## config.mk

```make
export PLATFORM = sky130hd
export DESIGN_NAME = load_store_unit
export DESIGN_NICKNAME = d
export VERILOG_FILES = /design/src/rtl/load_store_unit.sv
export SDC_FILE = /design/constraint.sdc
export NUM_CORES = 1
export LEC_CHECK = 0
export BUFFER_PORTS_ARGS = -buffer_cell sky130_fd_sc_hd__buf_2
export CORE_MARGIN = 2
export CORE_UTILIZATION = 47
export CTS_CLUSTER_DIAMETER = 200
export DETAILED_ROUTE_END_ITERATION = 10
export PLACE_DENSITY = 0.78
export REMOVE_ABC_BUFFERS = 1
export SKIP_CTS_REPAIR_TIMING = 1
export SLEW_MARGIN = 20
export SYNTH_ARGS = -nofsm -noshare
export SYNTH_HDL_FRONTEND = slang
export SYNTH_SLANG_ARGS = --single-unit
```

## constraint.sdc

```tcl
create_clock -name clk -period 7.3 [get_ports clk]
set_clock_uncertainty 0.05 [all_clocks]
set_input_delay 0.73 -clock clk [delete_from_list [all_inputs] [get_ports clk]]
set_output_delay 0.73 -clock clk [all_outputs]
set_load 0.02 [all_outputs]
```

## src/rtl/load_store_unit.sv

```systemverilog
// Purpose : RV32I memory stage; drives a single-outstanding req/ack data bus for LOAD/STORE, passes ALU results through otherwise.
// Latency : non-memory op -> out_valid 1 cycle after accept; memory op -> mem_req 1 cycle after accept, out_valid the edge after mem_ack.
// Backpress: one instruction in flight; in_ready only in IDLE, result held until out_valid && out_ready.
//
// Ports:
//   clk, rst                      clock, asynchronous active-high reset
//   in_valid/in_ready             upstream handshake; in_opcode, in_funct3, in_alu_result, in_rs2, in_rd, in_rd_we payload
//   mem_req/mem_we/mem_addr       data bus request (word-aligned), held until mem_ack or timeout
//   mem_wdata/mem_wstrb           lane-replicated store data and byte strobes (strobes 0 for loads)
//   mem_ack/mem_rdata             bus completion, read data valid in the same cycle
//   out_valid/out_ready           writeback handshake; out_we, out_rd, out_data, out_err, out_cause payload
module load_store_unit #(
    parameter int TIMEOUT = 255
) (
    input  logic        clk,
    input  logic        rst,
    input  logic        in_valid,
    output logic        in_ready,
    input  logic [6:0]  in_opcode,
    input  logic [2:0]  in_funct3,
    input  logic [31:0] in_alu_result,
    input  logic [31:0] in_rs2,
    input  logic [4:0]  in_rd,
    input  logic        in_rd_we,
    output logic        mem_req,
    output logic        mem_we,
    output logic [31:0] mem_addr,
    output logic [31:0] mem_wdata,
    output logic [3:0]  mem_wstrb,
    input  logic        mem_ack,
    input  logic [31:0] mem_rdata,
    output logic        out_valid,
    input  logic        out_ready,
    output logic        out_we,
    output logic [4:0]  out_rd,
    output logic [31:0] out_data,
    output logic        out_err,
    output logic [3:0]  out_cause
);

    localparam int CW = (TIMEOUT > 1) ? $clog2(TIMEOUT + 1) : 1;
    // Counter value at which the last permitted wait cycle is in progress.
    localparam logic [CW-1:0] CNT_LAST = (TIMEOUT > 0) ? CW'(TIMEOUT - 1) : '0;

    typedef enum logic [1:0] {S_IDLE, S_BUS, S_RESP} state_t;

    state_t        r_state;
    logic [CW-1:0] r_cnt;
    logic          r_is_store;
    logic [2:0]    r_f3;
    logic [1:0]    r_off;
    logic          r_mem_req, r_mem_we;
    logic [31:0]   r_mem_addr, r_mem_wdata;
    logic [3:0]    r_mem_wstrb;
    logic          r_out_valid, r_out_we, r_out_err;
    logic [4:0]    r_out_rd;
    logic [31:0]   r_out_data;
    logic [3:0]    r_out_cause;

    logic        w_accept, w_is_load, w_is_store, w_illegal, w_misalign, w_timeout;
    logic [3:0]  w_wstrb;
    logic [31:0] w_wdata, w_shifted, w_load_data;

    assign w_accept   = in_valid && (r_state == S_IDLE);
    assign w_is_load  = (in_opcode == 7'b0000011);
    assign w_is_store = (in_opcode == 7'b0100011);
    assign w_illegal  = (w_is_load  && (in_funct3 == 3'd3 || in_funct3 == 3'd6 || in_funct3 == 3'd7)) ||
                        (w_is_store && (in_funct3 >= 3'd3));
    // funct3[1:0] encodes access size for both loads and stores (0 byte, 1 half, 2 word).
    assign w_misalign = ((in_funct3[1:0] == 2'd1) && in_alu_result[0]) ||
                        ((in_funct3[1:0] == 2'd2) && (in_alu_result[1:0] != 2'd0));
    assign w_timeout  = (TIMEOUT != 0) && (r_cnt == CNT_LAST);

    always_comb begin
        w_wstrb = 4'hF;
        w_wdata = in_rs2;
        case (in_funct3[1:0])
            2'd0: begin
                w_wstrb = 4'b0001 << in_alu_result[1:0];
                w_wdata = {4{in_rs2[7:0]}};
            end
            2'd1: begin
                w_wstrb = 4'b0011 << in_alu_result[1:0];
                w_wdata = {2{in_rs2[15:0]}};
            end
            default: ;
        endcase
    end

    assign w_shifted = mem_rdata >> {r_off, 3'b000};

    always_comb begin
        w_load_data = w_shifted;
        case (r_f3)
            3'd0: w_load_data = {{24{w_shifted[7]}},  w_shifted[7:0]};
            3'd1: w_load_data = {{16{w_shifted[15]}}, w_shifted[15:0]};
            3'd4: w_load_data = {24'd0, w_shifted[7:0]};
            3'd5: w_load_data = {16'd0, w_shifted[15:0]};
            default: ;
        endcase
    end

    always_ff @(posedge clk or posedge rst) begin
        if (rst) begin
            r_state     <= S_IDLE;
            r_cnt       <= '0;
            r_is_store  <= 1'b0;
            r_f3        <= 3'd0;
            r_off       <= 2'd0;
            r_mem_req   <= 1'b0;
            r_mem_we    <= 1'b0;
            r_mem_addr  <= 32'd0;
            r_mem_wdata <= 32'd0;
            r_mem_wstrb <= 4'd0;
            r_out_valid <= 1'b0;
            r_out_we    <= 1'b0;
            r_out_rd    <= 5'd0;
            r_out_data  <= 32'd0;
            r_out_err   <= 1'b0;
            r_out_cause <= 4'd0;
        end else begin
            case (r_state)
                S_IDLE: begin
                    if (w_accept) begin
                        r_out_rd   <= in_rd;
                        r_f3       <= in_funct3;
                        r_off      <= in_alu_result[1:0];
                        r_is_store <= w_is_store;
                        r_out_err   <= 1'b0;
                        r_out_cause <= 4'd0;
                        r_out_we    <= 1'b0;
                        r_out_data  <= 32'd0;
                        if (!w_is_load && !w_is_store) begin
                            r_out_data  <= in_alu_result;
                            r_out_we    <= in_rd_we && (in_rd != 5'd0);
                            r_out_valid <= 1'b1;
                            r_state     <= S_RESP;
                        end else if (w_illegal) begin
                            r_out_err   <= 1'b1;
                            r_out_cause <= 4'd2;
                            r_out_valid <= 1'b1;
                            r_state     <= S_RESP;
                        end else if (w_misalign) begin
                            r_out_err   <= 1'b1;
                            r_out_cause <= w_is_store ? 4'd6 : 4'd4;
                            r_out_valid <= 1'b1;
                            r_state     <= S_RESP;
                        end else begin
                            r_mem_req   <= 1'b1;
                            r_mem_we    <= w_is_store;
                            r_mem_addr  <= {in_alu_result[31:2], 2'b00};
                            r_mem_wstrb <= w_is_store ? w_wstrb : 4'd0;
                            r_mem_wdata <= w_is_store ? w_wdata : 32'd0;
                            r_cnt       <= '0;
                            r_state     <= S_BUS;
                        end
                    end
                end
                S_BUS: begin
                    // Ack takes priority over a timeout landing on the same edge.
                    if (mem_ack || w_timeout) begin
                        r_mem_req   <= 1'b0;
                        r_mem_we    <= 1'b0;
                        r_mem_wstrb <= 4'd0;
                        r_out_valid <= 1'b1;
                        r_state     <= S_RESP;
                        if (mem_ack && !r_is_store) begin
                            r_out_data <= w_load_data;
                            r_out_we   <= (r_out_rd != 5'd0);
                        end
                        if (!mem_ack) begin
                            r_out_err   <= 1'b1;
                            r_out_cause <= r_is_store ? 4'd7 : 4'd5;
                        end
                    end else begin
                        r_cnt <= r_cnt + CW'(1);
                    end
                end
                S_RESP: begin
                    if (out_ready) begin
                        r_out_valid <= 1'b0;
                        r_state     <= S_IDLE;
                    end
                end
                default: r_state <= S_IDLE;
            endcase
        end
    end

    assign in_ready  = (r_state == S_IDLE);
    assign mem_req   = r_mem_req;
    assign mem_we    = r_mem_we;
    assign mem_addr  = r_mem_addr;
    assign mem_wdata = r_mem_wdata;
    assign mem_wstrb = r_mem_wstrb;
    assign out_valid = r_out_valid;
    assign out_we    = r_out_we;
    assign out_rd    = r_out_rd;
    assign out_data  = r_out_data;
    assign out_err   = r_out_err;
    assign out_cause = r_out_cause;

endmodule
```

==> results.json <==
{
  "outcome": "completed",
  "critPathMaxFanout": 77,
  "drc_errors": 0,
  "synth.area.mux_share_pct": 13.47,
  "ys_warn_count": 0,
  "drv_slew": 0,
  "hold_class": "input port to asynchronous set/reset pin",
  "vias_per_cell": 5.575,
  "cts_sinks": 127,
  "synth_fa_ha_area_share_pct": 0.3815,
  "slew_headroom_pct": 30.14,
  "async_flop_share_pct": 100.0,
  "core_um2": 13770,
  "clkLatencyLatePin_ps": 410,
  "rsz0062_at_grt": "false",
  "postRouteAntennaNets": 0,
  "criticalPathCategory": "input port to flip-flop",
  "initial_utilization_pct": 47.62,
  "finalSetupTns_ps": 0,
  "cts_max_level": 4,
  "finalSetupViolCount": 0,
  "fin_nets": 989,
  "ioPinCount": 232,
  "worstPathRequired_ps": 7590,
  "synth-compound-area-share_pct": 18.50,
  "ys_types": 51,
  "gp_congestion": 0.8245,
  "ir_worst_vdd_uv": 187.2,
  "synth-edff-count": 0,
  "drv_cap": 0,
  "root_buffer": "clkbuf_16",
  "numCtsBuffers": 17,
  "wl_per_cell_um": 18.00,
  "die_x_um": 122.1,
  "final_util_pct": 60.21,
  "crit_arrival_ps": 3900,
  "synth_flop_cell": "dfrtp_1",
  "die_h_um": 122.1,
  "grt_overflow": 0,
  "fp.dieArea_um2": 14920,
  "io_buffer_count": 228,
  "area_delta_synth_final_pct": 26.44,
  "synth-simple-area-share_pct": 13.96,
  "power.density_nw_per_um2": 337.8,
  "synth_top_family_by_area": "compound AO/OA/AOI/OAI gates",
  "hold_violations": 0,
  "synth_xor_xnor_area_share_pct": 0.2671,
  "period_needed_ps": 3602,
  "antenna_found_initial": 0,
  "grt_max_degree": 78,
  "synth_seq_area_share_pct": 48.45,
  "p_total_mw": 2.801,
  "post-dp-hpwl_mm": 13.64,
  "track_usage_pct": 26.07,
  "syn_inst": 666,
  "rows": 43,
  "worst_slew_pin_slew_ps": 1048,
  "antenna_cells": 0,
  "ys_ff_latch": 127,
  "fin_area_um2": 8293,
  "grt_pass1_vias": 5766,
  "tritoncts": "done",
  "vias": 5921,
  "crit_path_end_kind": "flip-flop",
  "synth.avg_cell_area_um2": 9.848,
  "netlist_area_um2": 6559,
  "timing.final.crit_share_pct": 49.35,
  "cp-start-kind": "input port",
  "leakagePower_nw": 4.319,
  "fmax_mhz": 277.6,
  "wirelength_mm": 19.11,
  "clk_pin_slew_worst_paths_ps": 60,
  "drtPass1Iterations": 5,
  "clockBufferDepth": 2,
  "postPlaceCellArea_um2": 7744,
  "grt_pass1_wl_mm": 29.95,
  "layout-drive-gt1-share_pct": 35.15,
  "first_iter_violations": 372,
  "n_fill_cell": 1210
}
==> per-layer routing <==
layer / share of wire (%) / track usage, % / routed length, um
met1: 42 / 32.79 / 8069
met2: 46 / 42.21 / 8885
met3: 9.4 / 8.240 / 1794
met4: 1.9 / 9.626 / 361
met5: 0 / 0 / 0
==> flip-flops by register name (all words and copies together), names as in the netlist <==
name and count:
out_valid 1, out_data 32, mem_we 1, out_cause 3
mem_req 1, mem_wdata 32, r_is_store 1, out_err 1
r_cnt 8, out_rd 5, out_we 1, mem_wstrb 4
r_f3 3, r_off 2, mem_addr 30, r_state 2
==> cells by family after synthesis <==
kind of cell / count (synthesis)
flip-flops: 127
other: 1
multiplexers: 73
AO/OA/AOI/OAI: 179
XOR/XNOR: 2
AND/OR/NAND/NOR: 214
adder cells (fa/ha/maj): 2
buffers and inverters: 68
==> final timing paths <==
kind | from | to | slack (ps) | depth (start not counted)
worst max register to register | r_state[1] | mem_wstrb[3] | 4130 | 6
worst min-delay path | rst | mem_addr[30] | 410 | 2
min in group clk | mem_wdata[17] | mem_wdata[17] | 420 | 2
worst max-delay path | in_opcode[3] | mem_wstrb[3] | 3700 | 7
max in group asynchronous | rst | r_cnt[4] | 5430 | 3
worst min register to register | mem_wdata[17] | mem_wdata[17] | 420 | 2
==> worst max-delay path, cell delays in order <==
cell and delay [ps]:
buf_2 100, nor4_2 330, nand3_2 700, or4_4 1010, buf_4 430, or2_1 370, o2bb2ai_1 150
==> through the flow <==
stage	instances	setup slack [ps]	hold slack [ps]
5_1_grt	1062	3444	447.9
2_1_floorplan	615	2837	419.9
3_5_place_dp	1031	3237	412.2
3_3_place_gp	1031	3310	405.3
6_report	1062	3698	407.8
4_1_cts	1062	3680	427.5
==> layout by cell type (no fill, tap or decap), drive strengths merged, types with 2 or more instances in the layout <==
cell | synthesis | routed
buf | 23 | 236
dfrtp | 127 | 127
nand2 | 103 | 103
nor2 | 65 | 65
a21oi | 44 | 44
mux2i | 41 | 41
o31ai | 35 | 35
mux2 | 32 | 32
o21ai | 24 | 24
clkbuf | 30 | 20
a211oi | 19 | 19
a221oi | 16 | 16
inv | 15 | 15
nor3 | 12 | 12
o2bb2ai | 10 | 10
a31oi | 10 | 10
nor2b | 9 | 9
a21o | 8 | 8
clkinv | 0 | 5
clkinvlp | 0 | 5
nand3 | 5 | 5
nand2b | 4 | 4
or2 | 4 | 4
conb | 1 | 3
or4 | 3 | 3
xnor2 | 2 | 2
and3 | 2 | 2
o31a | 2 | 2
o211ai | 2 | 2
ha | 2 | 2
==> where the power goes <==
part	leakage, nW	internal (mW)	switching [mW]
Combinational	2.39	0.361	0.653
Sequential	1.67	0.863	0.135
Clock	0.259	0.480	0.308
Total	4.32	1.70	1.10
==> final cells by class <==
class	instances	area [um^2]	area share, %
flip-flops and latches	127	3178	38.32
clock inverters	11	92.59	1.116
inverters	15	58.81	0.7091
clock buffers	20	456.7	5.507
well taps	180	225.2	2.716
repair buffers	236	1201	14.48
multi-input cells	473	3080	37.15
==> synth_stat cells (all sizes together) (2+ instances only) <==
cell type,instances,area (um^2)
mux2i,41,410.4
mux2,32,473.0
buf,23,152.6
clkbuf,30,112.6
o21ai,24,120.1
a211oi,19,142.6
a221oi,16,140.1
o2bb2ai,10,87.58
nand2,103,386.6
dfrtp,127,3178
o211ai,2,15.01
nand3,5,25.02
nand2b,4,25.02
ha,2,25.02
nor2,65,246.5
a31oi,10,62.56
nor3,12,60.06
or4,3,22.52
o31a,2,17.52
a21o,8,60.06
o31ai,35,267.8
and3,2,12.51
a21oi,44,220.2
or2,4,25.03
xnor2,2,17.52
nor2b,9,56.30
inv,15,56.30
Power figures use the tool's default switching activity.
